`src/rtl/fir_pkg.sv`:
```
// Shared definitions for the serial-arithmetic FIR front end.
//   FIR_BITS       : default sample / FIR data width
//   feeder_state_e : handshake state of the sample feeder
package fir_pkg;

  localparam int unsigned FIR_BITS = 12;

  typedef enum logic {
    FEED_IDLE = 1'b0,
    FEED_BUSY = 1'b1
  } feeder_state_e;

endpackage

```
`src/rtl/sample_fifo.sv`:
```
// Synchronous sample FIFO, DEPTH a power of two.
// Ports:
//   clk, rst   : clock, synchronous active-high reset
//   push, din  : write request and data; ignored when full unless pop is accepted the same cycle
//   pop, dout  : read request (ignored when empty) and head-of-queue data (combinational)
//   full, empty: occupancy flags
//   level      : occupancy 0..DEPTH
module sample_fifo #(
  parameter int unsigned BITS  = 12,
  parameter int unsigned DEPTH = 4
) (
  input  logic                   clk,
  input  logic                   rst,
  input  logic                   push,
  input  logic                   pop,
  input  logic [BITS-1:0]        din,
  output logic [BITS-1:0]        dout,
  output logic                   full,
  output logic                   empty,
  output logic [$clog2(DEPTH):0] level
);

  localparam int unsigned PTR_W = $clog2(DEPTH);
  localparam int unsigned LVL_W = PTR_W + 1;

  logic [BITS-1:0]  mem_q [DEPTH];
  logic [PTR_W-1:0] wr_ptr_q;
  logic [PTR_W-1:0] rd_ptr_q;
  logic [LVL_W-1:0] level_q;
  logic             do_push;
  logic             do_pop;

  assign empty   = (level_q == '0);
  assign full    = (level_q == LVL_W'(DEPTH));
  assign do_pop  = pop & ~empty;
  // A pop in the same cycle frees the slot a full FIFO needs for the push.
  assign do_push = push & (~full | do_pop);

  // Pointers wrap naturally because DEPTH is a power of two.
  always_ff @(posedge clk) begin
    if (rst) begin
      wr_ptr_q <= '0;
      rd_ptr_q <= '0;
      level_q  <= '0;
    end else begin
      if (do_push) wr_ptr_q <= wr_ptr_q + PTR_W'(1);
      if (do_pop)  rd_ptr_q <= rd_ptr_q + PTR_W'(1);
      level_q <= level_q + LVL_W'(do_push) - LVL_W'(do_pop);
    end
  end

  // Storage needs no reset: it is only read through a non-empty head.
  always_ff @(posedge clk) begin
    if (do_push) mem_q[wr_ptr_q] <= din;
  end

  assign dout  = mem_q[rd_ptr_q];
  assign level = level_q;

endmodule

```
`src/rtl/fir_sample_feeder.sv`:
```
// Upstream feeder for the serial-arithmetic FIR: deserialises an MSB-first
// bit stream into BITS-bit words, queues them, and hands them to the FIR one
// at a time with a start/done handshake.
// Ports:
//   clk, rst              : clock, synchronous active-high reset
//   enable                : gates new fir_start only; capture and queueing continue
//   s_frame/s_valid/s_data: serial input; a bit is taken when s_frame & s_valid
//   fir_start, fir_x      : 1-cycle start pulse and the held sample
//   fir_done              : 1-cycle completion pulse from the FIR
//   fifo_level            : queue occupancy
//   overflow/frame_err/timeout_err : sticky status, cleared by clr_err
module fir_sample_feeder
  import fir_pkg::*;
#(
  parameter int unsigned BITS         = FIR_BITS,
  parameter int unsigned FIFO_DEPTH   = 4,
  parameter int unsigned TWOS_IN      = 0,
  parameter int unsigned DONE_TIMEOUT = 255
) (
  input  logic                        clk,
  input  logic                        rst,
  input  logic                        enable,
  input  logic                        s_frame,
  input  logic                        s_valid,
  input  logic                        s_data,
  output logic                        fir_start,
  output logic [BITS-1:0]             fir_x,
  input  logic                        fir_done,
  output logic [$clog2(FIFO_DEPTH):0] fifo_level,
  output logic                        overflow,
  output logic                        frame_err,
  output logic                        timeout_err,
  input  logic                        clr_err
);

  localparam int unsigned CNT_W = $clog2(BITS);
  localparam int unsigned TO_W  = $clog2(DONE_TIMEOUT + 1);

  // ---------------- deserialiser ----------------
  logic [CNT_W-1:0] bit_cnt_q, bit_cnt_d;
  logic [BITS-1:0]  shift_q, shift_d;
  logic [BITS-1:0]  word_raw_c;
  logic [BITS-1:0]  word_c;
  logic             push_c;
  logic             frame_set_c;

  // Completed word = shifted history plus the bit arriving this cycle.
  always_comb begin
    bit_cnt_d   = bit_cnt_q;
    shift_d     = shift_q;
    push_c      = 1'b0;
    frame_set_c = 1'b0;
    word_raw_c  = {shift_q[BITS-2:0], s_data};
    word_c      = word_raw_c;
    if (TWOS_IN != 0) word_c[BITS-1] = ~word_raw_c[BITS-1];
    if (!s_frame) begin
      frame_set_c = (bit_cnt_q != '0);
      bit_cnt_d   = '0;
      shift_d     = '0;
    end else if (s_valid) begin
      shift_d = word_raw_c;
      if (bit_cnt_q == CNT_W'(BITS - 1)) begin
        push_c    = 1'b1;
        bit_cnt_d = '0;
      end else begin
        bit_cnt_d = bit_cnt_q + CNT_W'(1);
      end
    end
  end

  always_ff @(posedge clk) begin
    if (rst) begin
      bit_cnt_q <= '0;
      shift_q   <= '0;
    end else begin
      bit_cnt_q <= bit_cnt_d;
      shift_q   <= shift_d;
    end
  end

  // ---------------- sample queue ----------------
  logic [BITS-1:0] fifo_dout;
  logic            fifo_full;
  logic            fifo_empty;
  logic            pop_c;

  sample_fifo #(
    .BITS  (BITS),
    .DEPTH (FIFO_DEPTH)
  ) u_fifo (
    .clk   (clk),
    .rst   (rst),
    .push  (push_c),
    .pop   (pop_c),
    .din   (word_c),
    .dout  (fifo_dout),
    .full  (fifo_full),
    .empty (fifo_empty),
    .level (fifo_level)
  );

  // ---------------- handshake FSM ----------------
  feeder_state_e   state_q;
  logic [TO_W-1:0] to_cnt_q;
  logic            start_q;
  logic [BITS-1:0] x_q;
  logic            to_set_c;

  assign pop_c    = (state_q == FEED_IDLE) & enable & ~fifo_empty;
  // to_cnt_q holds (BUSY cycles elapsed - 1); done in the expiry cycle wins.
  assign to_set_c = (state_q == FEED_BUSY) & ~fir_done &
                    (to_cnt_q == TO_W'(DONE_TIMEOUT - 1));

  always_ff @(posedge clk) begin
    if (rst) begin
      state_q  <= FEED_IDLE;
      to_cnt_q <= '0;
      start_q  <= 1'b0;
      x_q      <= '0;
    end else begin
      start_q <= 1'b0;
      if (state_q == FEED_IDLE) begin
        if (pop_c) begin
          x_q      <= fifo_dout;
          start_q  <= 1'b1;
          to_cnt_q <= '0;
          state_q  <= FEED_BUSY;
        end
      end else begin
        if (fir_done || to_set_c) begin
          state_q <= FEED_IDLE;
        end else begin
          to_cnt_q <= to_cnt_q + TO_W'(1);
        end
      end
    end
  end

  assign fir_start = start_q;
  assign fir_x     = x_q;

  // ---------------- sticky status ----------------
  logic overflow_q, overflow_d;
  logic frame_err_q, frame_err_d;
  logic timeout_q, timeout_d;

  // clr_err wins over a set in the same cycle.
  always_comb begin
    overflow_d  = overflow_q  | (push_c & fifo_full & ~pop_c);
    frame_err_d = frame_err_q | frame_set_c;
    timeout_d   = timeout_q   | to_set_c;
    if (clr_err) begin
      overflow_d  = 1'b0;
      frame_err_d = 1'b0;
      timeout_d   = 1'b0;
    end
  end

  always_ff @(posedge clk) begin
    if (rst) begin
      overflow_q  <= 1'b0;
      frame_err_q <= 1'b0;
      timeout_q   <= 1'b0;
    end else begin
      overflow_q  <= overflow_d;
      frame_err_q <= frame_err_d;
      timeout_q   <= timeout_d;
    end
  end

  assign overflow    = overflow_q;
  assign frame_err   = frame_err_q;
  assign timeout_err = timeout_q;

endmodule

```
`config.mk`:
```
export PLATFORM = sky130hd
export DESIGN_NAME = fir_sample_feeder
export DESIGN_NICKNAME = d
export VERILOG_FILES = /design/src/rtl/fir_pkg.sv /design/src/rtl/sample_fifo.sv /design/src/rtl/fir_sample_feeder.sv
export SDC_FILE = /design/constraint.sdc
export NUM_CORES = 1
export LEC_CHECK = 0
export ABC_AREA = 1
export CAP_MARGIN = 10
export CORE_MARGIN = 4
export CORE_UTILIZATION = 35
export DETAILED_ROUTE_END_ITERATION = 8
export PLACE_DENSITY = 0.53
export SETUP_SLACK_MARGIN = 0.2
export SYNTH_ARGS = -nofsm -noshare
export SYNTH_HDL_FRONTEND = slang
export SYNTH_HIERARCHICAL = 1
export SYNTH_SLANG_ARGS = --single-unit
```
`constraint.sdc`:
```
create_clock -name clk -period 2.15 [get_ports clk]
set_input_delay 0.215 -clock clk [delete_from_list [all_inputs] [get_ports clk]]
set_output_delay 0.215 -clock clk [all_outputs]
set_load 0.02 [all_outputs]
```
# == Yosys cells after proc, flatten, opt, wreduce, memory -nomap -nowiden ==
# Memory sizes are Yosys's and may differ from the RTL's. A register that Yosys moved wholly into a read port is not among the register bits.
# Index checks and enable logic that the tools add are counted.
# W data, S select, Z words.
# classes
n_addsub,6
eq_ne,4
n_mux,13
bitwise_logic,18
reduce_logical,9
# op_table
cell,n
$mux W8,3
$mux W1,9
$add A8 B1 Y8 const B,1
$and A1 B1 Y1,8
$eq A8 B8 Y1 const B,1
$not A1 Y1,6
$reduce_or A2 Y1,3
$add A2 B1 Y2 const B,2
$add A4 B1 Y4 const B,1
$eq A4 B4 Y1 const B,1
$mux W4,1
$or A1 B1 Y1,4
$reduce_and A2 Y1,2
$reduce_bool A4 Y1,1
$add A3 B1 Y3,1
$eq A3 B3 Y1 const B,1
$logic_not A3 Y1,1
$sub A3 B1 Y3,1
$ne A2 B2 Y1 const B,1
$reduce_bool A2 Y1,1
$logic_or A1 B1 Y1,1
# totals
register_bits,35
ramBits,48
inputBits,8
output_inout_bits,19
elab_cells,62
memories,1
# mem_list
memory,depth,word_bits,read_ports,rd_ports_with_merged_regs,wr,line_no,source
u_fifo.mem_q,4,12,1,1,1,sample_fifo.sv:26,logic [BITS-1:0] mem_q [DEPTH];

# == Longest topological paths before layout ==
# Gate-level depths: netlist of run 1.
# depth
depth_word,8
depth_mapped,14
ltp_nobuf,14

# == Hierarchy ==
# Netlist of run 1, hierarchy kept.
# modules_own_cells
module,instances,cells_each,area_each_um2,seq_area_each_um2
sample_fifo,1,185,2288.4,1621.6
fir_sample_feeder,1,192,1584.0,800.8

# == Worst setup path after synthesis of run 1 ==
# OpenSTA, ideal clock, no wires.
# synth_timing
path_type,flip-flop to flip-flop
startpoint,"register u_fifo.level_q[1], in the netlist u_fifo/level[1]"
endpoint,"memory u_fifo.mem_q[0][0], enable pin"
setup_time_ns,0.380
arrival_time_ns,1.888
t_required_ns,1.770
setup_slack_ns,-0.119
stages_incl_launch_ff,11
n_path_buf,0
period_less_slack_ns,2.269
cell_sequence,dfxtp_1 > nor2_4 > nand2_4 > inv_1 > nor2_2 > nand2_4 > inv_1 > inv_1 > nand3_2 > nand2_1 > nor2_1
# synth_between
elab_chain_len,8
elab_cells_between_ends,10
classes_between,eq/ne: 1; mux: 2; bitwise: 6; reduce/logical: 1
# synth_rtl
element,line_no,source
"start, declared",sample_fifo.sv:29,logic [LVL_W-1:0] level_q;
"start signal, assigned",sample_fifo.sv:48,level_q <= level_q + LVL_W'(do_push) - LVL_W'(do_pop);
$logic_not A3 Y1,sample_fifo.sv:33,assign empty = (level_q == '0);
via fifo_empty,fir_sample_feeder.sv:84,logic fifo_empty;
$not A1 Y1,fir_sample_feeder.sv:109,assign pop_c = (state_q == FEED_IDLE) & enable & ~fifo_empty;
$and A1 B1 Y1,fir_sample_feeder.sv:109,
via pop_c,fir_sample_feeder.sv:85,logic pop_c;
$and A1 B1 Y1,sample_fifo.sv:35,assign do_pop = pop & ~empty;
$or A1 B1 Y1,sample_fifo.sv:37,assign do_push = push & (~full | do_pop);
$and A1 B1 Y1,sample_fifo.sv:37,
$mux W1,sample_fifo.sv:54,if (do_push) mem_q[wr_ptr_q] <= din;
$mux W1 (implied by the code),sample_fifo.sv:54,
"end, declared",sample_fifo.sv:26,
# The timed path passes the listed nets, and every way through them passes these cells.

# == Final worst setup path of run 1 ==
# layout_timing
startpoint,register bit_cnt_q[0]
endpoint,"register u_fifo.level_q[1], in the netlist u_fifo/level[1]"
# layout_between
elab_chain_len,7
# layout_rtl
element,line_no,source
"start, declared",fir_sample_feeder.sv:40,"logic [CNT_W-1:0] bit_cnt_q, bit_cnt_d;"
"start signal, assigned",fir_sample_feeder.sv:76,bit_cnt_q <= bit_cnt_d;
$eq A4 B4 Y1,fir_sample_feeder.sv:62,if (bit_cnt_q == CNT_W'(BITS - 1)) begin
$mux W1,fir_sample_feeder.sv:62,
$mux W1,fir_sample_feeder.sv:60,end else if (s_valid) begin
$mux W1,fir_sample_feeder.sv:56,if (!s_frame) begin
via push_c,fir_sample_feeder.sv:44,logic push_c;
$and A1 B1 Y1,sample_fifo.sv:37,
$add A3 B1 Y3,sample_fifo.sv:48,
$sub A3 B1 Y3,sample_fifo.sv:48,
# The timed path passes the listed nets, and every way through them passes these cells.
# A chain may end at the register's enable or synchronous reset.

==> results.json, run 1 <==
{
  "status": "complete, no violations",
  "cts_htree_levels": 3,
  "p_sw_mw": 0.672,
  "grt_pass1_wl_mm": 12.3,
  "clock_latency_ps": 360,
  "hold_slack_ps": 454,
  "numCtsBuffers": 9,
  "ant_nets": 0,
  "grt_pass1_vias": 2424,
  "critical_path_class": "reg -> reg",
  "powerDensity_mw_per_mm2": 649,
  "wirelength_mm": 7.50,
  "total_power_mw": 3.08,
  "die_y_microns": 113,
  "portBuffers": 26,
  "met3WireLength_microns": 316,
  "first_pass_iters": 4,
  "initial_core_util_pct": 35.7,
  "grt_start_max_net_pins": 25,
  "ys_types": 29,
  "ys_warn_count": 6,
  "first_iter_violations": 117,
  "fp.coreArea_sq_mm": 0.0108,
  "netlist_instances": 377,
  "ioPinCount": 27,
  "endpoint_kind": "flop",
  "top_layer": "met4",
  "synth.net_count": 395,
  "viasPerCell": 4.63,
  "placed_cells": 543,
  "wl_met1_mm": 3.72,
  "hold_viol": 0,
  "report.final.slew_viol_count": 0,
  "drc": 0,
  "worstPathRequired_ps": 2450,
  "gp_congestion": 0.767,
  "path_max_fanout": 3,
  "synth_seq_cells": 97,
  "cts_tree": "done",
  "max_freq_mhz": 511,
  "stdcell_count": 569,
  "final_common_cell": "nand2_1",
  "start_kind": "flop",
  "overflow": 0,
  "swShare_pct": 21.9,
  "diodes": 0,
  "ir_drop_mv": 0.427,
  "power_frac_comb_pct": 2.1,
  "chipWidth_microns": 113,
  "setup_violations": 0,
  "holdBufCountCts": 0,
  "antenna_found_initial": 0,
  "synth_top_cell_by_area": "edfxtp_1",
  "nFillCells": 1042,
  "grt.total_usage_pct": 12.1,
  "final_util_pct": 43.7,
  "drive_gt1_share_pct": 18.9,
  "post-route-period-util_pct": 91.1,
  "cts-root-buf": "clkbuf_8",
  "cp.arrival_ps": 2260,
  "seqPwrFrac_pct": 62.6,
  "synth_sequential_area_ratio_pct": 62.6,
  "synth_area_per_cell_sq_um": 10.3,
  "clk_pin_slew_ps": 90,
  "timing.setup.tns_ps": 0,
  "dp_hpwl_mm": 5.03,
  "syn_to_final_growth_pct": 22.4,
  "rsz0062_at_grt": "yes",
  "p_clk_share_pct": 35.4,
  "maxSlewHeadroom_pct": 66.7,
  "fin_nets": 442,
  "clock_sinks": 97,
  "clock_tree.buffer_depth": 2,
  "synthTopCellsByArea": "edfxtp_1 (37%), dfxtp_1 (25%), nand2_1 (5.1%), nor2_1 (4.8%), a21oi_1 (3.1%)",
  "rows": 38,
  "synth_area_sq_mm": 0.00387,
  "route.vias.total": 2635,
  "holdCritPathClass": "reg -> reg",
  "final_cell_mix": "nand2_1 (53), edfxtp_1 (48), nor2_1 (45)",
  "leakagePower_nw": 1.71,
  "dieArea_sq_mm": 0.0128,
  "wl_met2_mm": 3.36,
  "layout_min_cycle_time_ps": 1960,
  "synth_top_area_share_pct": 37.2,
  "p_int_mw": 2.40,
  "worst_pin_slew_ps": 499,
  "finClkSkew_ps": 9.67,
  "wl_per_cell_microns": 13.2,
  "drv_cap": 0
}
## power by group through the flow
| stage | logic [mW] | clock network (mW) | registers (mW) |
|---|---|---|---|
| 5_1_grt | 0.0710 | 1.21 | 1.92 |
| 3_5_place_dp | 0.0633 | 0 | 1.97 |
| 6_report | 0.0634 | 1.09 | 1.92 |
| 4_1_cts | 0.0638 | 1.14 | 1.92 |
| 3_3_place_gp | 0.0621 | 0 | 1.97 |
| 2_1_floorplan | 0.0321 | 0 | 1.97 |
## cell type report
type | instances | area [sq um] | share of cell area (%)
Sequential cell | 97 | 2440 | 51.4
Multi-Input combinational cell | 230 | 1320 | 27.8
Inverter | 38 | 148 | 3.12
Tap cell | 140 | 175 | 3.70
Clock inverter | 5 | 40.0 | 0.845
Timing Repair Buffer | 48 | 483 | 10.2
Clock buffer | 11 | 141 | 2.98
## kinds of logic (layout without fill, tap and decap cells)
| logic type | after synthesis | after routing | share of synthesized area [%] |
|---|---|---|---|
| simple gates | 139 | 139 | 16.3 |
| flops | 97 | 97 | 62.6 |
| compound gates | 79 | 79 | 11.9 |
| buf+inv | 50 | 102 | 5.40 |
| fa+ha+maj | 10 | 10 | 3.42 |
| xor+xnor | 2 | 2 | 0.452 |
## sequential cells by signal, summed over array words and instances (netlist names), named ones only
| name | flops |
|---|---|
| timeout_err | 1 |
| u_fifo/rd_ptr_q | 2 |
| u_fifo/mem_q | 48 |
| state_q | 1 |
| overflow | 1 |
| fir_x | 12 |
| to_cnt_q | 8 |
| fir_start | 1 |
| bit_cnt_q | 4 |
| u_fifo/level | 3 |
| frame_err | 1 |
| shift_q | 11 |
| u_fifo/wr_ptr_q | 2 |
## critical path, stage by stage, from the launching register on
cell,delay (ps)
dfxtp_2,370
ha_4,150
nand3_4,90
nor3_4,240
or2_4,180
nand2_4,50
ha_4,150
fa_2,530
inv_2,40
nor2_2,90
## per-stage QoR
stage / instance area [sq um] / setup WS (ps)
5_1_grt: 4740 / 94.9
6_report: 4740 / 191
2_1_floorplan: 3910 / 191
3_5_place_dp: 4410 / 16.8
4_1_cts: 4630 / 201
3_3_place_gp: 4410 / 59.2
## final timing paths
kind	from	endpoint	slack (ps)	cells past startpoint
max	bit_cnt_q[0]	u_fifo/level[1]	190	9
min	timeout_err	timeout_err	450	2
max reg2reg	bit_cnt_q[0]	u_fifo/level[1]	190	9
min reg2reg	timeout_err	timeout_err	450	2
## metal layers
| layer | up-vias | track usage (%) |
|---|---|---|
| met2 | 32 | 18.7 |
| met5 | - | 0 |
| met3 | 7 | 4.28 |
| met1 | 1226 | 16.2 |
| li1 | 1370 | - |
| met4 | 0 | 3.61 |
## cells in the mapped netlist
cell type / n
a311oi_1: 1
edfxtp_1: 48
o22ai_1: 12
nor3_2: 1
nand2_2: 4
nand3_1: 14
nor2_1: 50
xor2_1: 2
dfxtp_1: 49
clkbuf_1: 3
a31oi_1: 1
a21oi_1: 24
buf_2: 5
or2_2: 2
ha_1: 9
or2_4: 1
o21ai_1: 10
buf_4: 4
nand3_2: 1
nand2_1: 53
nor2_2: 4
a22o_1: 12
nor3_1: 3
inv_2: 6
o21ai_0: 19
nand2_4: 5
inv_1: 32
fa_1: 1
nor2_4: 1
## what timing repair did
| item | CTS | global route |
|---|---|---|
| resized for setup | 3 | 16 |
| pin swaps | 2 | 12 |
| buffers inserted | 4 | 6 |
| setup endpoints to repair | 2 | 2 |
No activity file was read; power rests on OpenSTA's default activity.
==> inputs of run 2 (changes only) <==
CAP_MARGIN = 40   (was 10)
CORE_UTILIZATION = 45   (was 35)
PLACE_DENSITY = 0.65   (was 0.53)
==> results.json, run 2 (synthesized netlist as in run 1, its figures left out) <==
{
  "status": "complete, no violations",
  "p_sw_mw": 0.665,
  "hold_viol": 0,
  "viasPerCell": 4.85,
  "overflow": 0,
  "ant_nets": 0,
  "grt_start_max_net_pins": 25,
  "critical_path_class": "reg -> reg",
  "antenna_found_initial": 0,
  "wl_per_cell_microns": 13.4,
  "cp.arrival_ps": 2160,
  "drive_gt1_share_pct": 18.5,
  "dp_hpwl_mm": 4.69,
  "drc": 0,
  "total_power_mw": 3.15,
  "clock_tree.buffer_depth": 2,
  "report.final.slew_viol_count": 0,
  "cts_htree_levels": 3,
  "setup_violations": 0,
  "first_pass_iters": 4,
  "path_max_fanout": 4,
  "fin_nets": 441,
  "max_freq_mhz": 520,
  "finClkSkew_ps": 9.45,
  "grt_pass1_vias": 2432,
  "die_y_microns": 101,
  "largest_reg_flops": 48,
  "p_clk_share_pct": 37.0,
  "stdcell_area_sq_mm": 0.00470,
  "wirelength_mm": 7.13,
  "start_kind": "flop",
  "hold_slack_ps": 453,
  "cts-root-buf": "clkbuf_8",
  "worst_pin_slew_ps": 564,
  "dpl_cell_area_sq_mm": 0.00436,
  "final_cell_mix": "nand2_1 (53), edfxtp_1 (48), nor2_1 (46)",
  "endpoint_kind": "flop",
  "syn_to_final_growth_pct": 21.3,
  "grt_pass1_wl_mm": 11.7,
  "holdBufCountCts": 0,
  "nFillCells": 704,
  "largest_register": "u_fifo/mem_q",
  "holdCritPathClass": "reg -> reg",
  "reg2reg_setup_slack_ps": 230,
  "dieArea_sq_mm": 0.0102,
  "timing.setup.tns_ps": 0,
  "final_common_cell": "nand2_1",
  "layout_min_cycle_time_ps": 1920,
  "route.vias.total": 2584,
  "grt.total_usage_pct": 14.8,
  "diodes": 0,
  "post-route-period-util_pct": 89.5,
  "p_int_mw": 2.48,
  "placed_cells": 506,
  "clk_pin_slew_ps": 90,
  "clock_sinks": 97,
  "stdcell_count": 533,
  "maxSlewHeadroom_pct": 62.4,
  "reg2reg_depth": 13,
  "drv_cap": 0,
  "swShare_pct": 21.1,
  "ir_drop_mv": 0.395,
  "worstPathRequired_ps": 2380,
  "first_iter_violations": 130,
  "hold_depth": 2,
  "rsz0062_at_grt": "yes",
  "leakagePower_nw": 1.71,
  "powerDensity_mw_per_mm2": 670,
  "rows": 33,
  "fp.coreArea_sq_mm": 0.00830,
  "cts_tree": "done",
  "power_frac_comb_pct": 1.9,
  "initial_core_util_pct": 46.7,
  "chipWidth_microns": 101,
  "clock_latency_ps": 350,
  "gp_congestion": 0.751,
  "portBuffers": 26,
  "ioPinCount": 27,
  "numCtsBuffers": 9,
  "seqPwrFrac_pct": 61.0
}
run 2: cell types whose count changed in the layout (fill, tap and decap cells not counted), sizes merged:
cell,previous run,this run
buf,22,21
bufinv,0,1
clkbuf,11,10
clkinv,1,2
clkinvlp,3,2
run 2: through the flow:
step	utilization [%]	worst slack, ps
6_report	56.6	226
5_1_grt	56.6	144
4_1_cts	55.0	211
3_5_place_dp	52.5	18.4
3_3_place_gp	52.5	40.0
2_1_floorplan	-	191
run 2: layout make-up:
type	count	area [sq um]	share of cell area [%]
multi-input cells	230	1310	27.9
well taps	105	131	2.80
flip-flops and latches	97	2440	51.9
clock buffers	10	128	2.72
repair buffers	47	475	10.1
inverters	38	145	3.09
clock inverters	6	67.6	1.44
run 2: repair_timing:
item                       CTS  global route
setup endpoints to repair    2             2
setup buffers                1            10
pin swaps                    1            14
resized for setup            3            15
run 2: worst paths after layout:
check / start / to
max: u_fifo/level[1] / u_fifo/level[1]
min: timeout_err / timeout_err
max reg2reg: u_fifo/level[1] / u_fifo/level[1]
min reg2reg: timeout_err / timeout_err
run 2: critical path: stages, from the launching register on:
cell and delay, ps:
dfxtp_4 370, nor2_4 50, nand2_4 60, inv_2 40, nor2_4 110, nand2_4 60
inv_4 70, nand2_4 60, or2_4 270, nand2_4 80, ha_4 130, fa_2 430
inv_2 50, nor2_1 30
run 2: power by group through the flow:
stage	combinational, mW	sequential (mW)	clock, mW
2_1_floorplan	0.0321	1.97	0
3_3_place_gp	0.0586	1.97	0
3_5_place_dp	0.0599	1.97	0
4_1_cts	0.0601	1.92	1.19
5_1_grt	0.0685	1.92	1.28
6_report	0.0603	1.92	1.17
run 2: routing by layer:
metal | vias up | track usage, % | routed length [microns]
met1 | 1183 | 20.6 | 3560
met3 | 4 | 2.70 | 253
met4 | 0 | 6.84 | 66
li1 | 1360 | - | -
met2 | 37 | 22.5 | 3250
met5 | - | 0 | 0
==> inputs of run 3 (changes only) <==
PLACE_DENSITY = default   (was 0.65)
PLACE_DENSITY_LB_ADDON = 0.05   (was default)
SKIP_LAST_GASP = 1   (was default)
==> results.json, run 3 (synthesized netlist as in run 1, its figures left out) <==
{
  "critPathMaxStageDelay_ps": 430,
  "critical_path_class": "reg -> reg",
  "route.vias.total": 2628,
  "cp.arrival_ps": 2170,
  "first_pass_iters": 4,
  "power_frac_comb_pct": 2.1,
  "leakagePower_nw": 1.70,
  "grt_util_met1_pct": 22.3,
  "max_freq_mhz": 523,
  "clock_latency_ps": 350,
  "ant_nets": 0,
  "report.final.slew_viol_count": 0,
  "met3_usage_pct": 2.28,
  "regArea_sq_mm": 0.00244,
  "endpoint_kind": "flop",
  "numCtsBuffers": 9,
  "cts_tree": "done",
  "crit_buf_inv": 3,
  "ioPinCount": 27,
  "drv_cap": 0,
  "hold_viol": 0,
  "wirelength_mm": 7.32,
  "setup_slack_ps": 238,
  "initial_core_util_pct": 46.7,
  "largest_reg_flops": 48,
  "clk_pin_slew_ps": 100,
  "setup_violations": 0,
  "chipWidth_microns": 101,
  "clock_sinks": 97,
  "critPathTopFamily": "simple AND/OR/NAND/NOR gates",
  "seqPwrFrac_pct": 62.6,
  "cts-root-buf": "clkbuf_8",
  "start_kind": "flop",
  "dp_hpwl_mm": 5.05,
  "worst_pin_slew_ps": 536,
  "drc": 0,
  "nFillCells": 734,
  "holdBufCountCts": 0,
  "place_ws_ps": 48.6,
  "antenna_found_initial": 0,
  "clock_tree.buffer_depth": 2,
  "drive_gt1_share_pct": 17.6,
  "swShare_pct": 22.3,
  "overflow": 0,
  "finClkSkew_ps": 14.1,
  "fp.coreArea_sq_mm": 0.00830,
  "holdCritPathClass": "reg -> reg",
  "grt_pass1_vias": 2413,
  "powerDensity_mw_per_mm2": 659,
  "grt.total_usage_pct": 15.2,
  "path_max_fanout": 4,
  "busiest_layer": "met2",
  "cts_htree_levels": 3,
  "rsz0062_at_grt": "yes",
  "viasPerCell": 4.96,
  "p_clk_share_pct": 35.3,
  "grtUsageMet2_pct": 22.4,
  "rows": 33,
  "multi_input_area_sq_mm": 0.00131,
  "worstPathRequired_ps": 2410,
  "grt_pass1_wl_mm": 11.9,
  "largest_register": "u_fifo/mem_q",
  "timing.setup.tns_ps": 0,
  "grt_start_max_net_pins": 25,
  "path_common_cell": "nand2_4",
  "layout_min_cycle_time_ps": 1910,
  "ir_drop_mv": 0.296,
  "placed_cells": 507,
  "diodes": 0,
  "p_sw_mw": 0.684,
  "maxSlewHeadroom_pct": 64.2,
  "syn_to_final_growth_pct": 20.2,
  "p_int_mw": 2.39,
  "gp_congestion": 0.748,
  "fin_nets": 438,
  "first_iter_violations": 88,
  "die_y_microns": 101,
  "final_cell_mix": "nand2_1 (53), edfxtp_1 (48), nor2_1 (46)",
  "wl_per_cell_microns": 13.8,
  "cp_slowest_cell": "fa_2",
  "final_common_cell": "nand2_1",
  "portBuffers": 26,
  "status": "complete, no violations",
  "dieArea_sq_mm": 0.0102,
  "stdcell_count": 530,
  "post-route-period-util_pct": 88.9,
  "path_cells": "nor2_4 -> nand2_4 -> inv_2 -> nor2_4 -> nand2_4 -> inv_4 -> nand2_4 -> or2_4 -> nand2_4 -> ha_4 -> fa_2 -> inv_2 -> nor2_1"
}
## run 3: changes by cell type in the layout (fill, tap and decap cells not counted), sizes merged
cell      previous run  this run
inv                 39        41
bufinv               1         0
clkinvlp             2         0
clkinv               2         3
buf                 21        18
## run 3: per-layer routing
layer	part of all wire [%]	wire length, microns	vias up
met2	45	3290	34
li1	-	-	1358
met1	51	3710	1228
met3	3.2	235	8
met5	0	0	-
met4	1.2	89	0
## run 3: power by group through the flow
stage                     logic [mW]  clock network [mW]  registers (mW)
after CTS                     0.0622                1.12            1.92
final                         0.0638                1.08            1.92
after global routing          0.0711                1.19            1.92
after global placement        0.0609                   0            1.97
after detailed placement      0.0619                   0            1.97
after floorplan               0.0321                   0            1.97
## run 3: worst paths after layout
kind | from | end | slack [ps] | cells past startpoint
hold reg to reg | timeout_err | timeout_err | 450 | 2
setup reg to reg | u_fifo/level[0] | u_fifo/level[1] | 240 | 13
setup / recovery | u_fifo/level[0] | u_fifo/level[1] | 240 | 13
hold / removal | timeout_err | timeout_err | 450 | 2
## run 3: through the flow
step / hold slack [ps] / cell area, sq um / utilization [%] / total power [mW]
2_1_floorplan: 277 / 3910 / - / 2.00
3_3_place_gp: 436 / 4360 / 52.6 / 2.03
3_5_place_dp: 443 / 4360 / 52.6 / 2.03
4_1_cts: 458 / 4550 / 54.8 / 3.11
5_1_grt: 499 / 4660 / 56.1 / 3.18
6_report: 454 / 4660 / 56.1 / 3.07
## run 3: final cells by class
| class | instances | area share (%) |
|---|---|---|
| Sequential cell | 97 | 52.4 |
| Multi-Input combinational cell | 230 | 28.2 |
| Timing Repair Buffer | 44 | 9.65 |
| Inverter | 38 | 3.12 |
| Tap cell | 105 | 2.82 |
| Clock buffer | 10 | 2.74 |
| Clock inverter | 6 | 1.10 |
## run 3: timing repair
action                     in CTS  in global routing
setup buffers                   0                  7
gates resized for setup         2                 14
setup endpoints to repair       2                 33
pin swaps                       1                 13
## run 3: worst register-to-register path, stage by stage (launching register included)
cell and delay, ps:
dfxtp_4 390, nor2_4 50, nand2_4 60, inv_2 40, nor2_4 110, nand2_4 60, inv_4 70, nand2_4 60
or2_4 270, nand2_4 80, ha_4 130, fa_2 430, inv_2 50, nor2_1 30
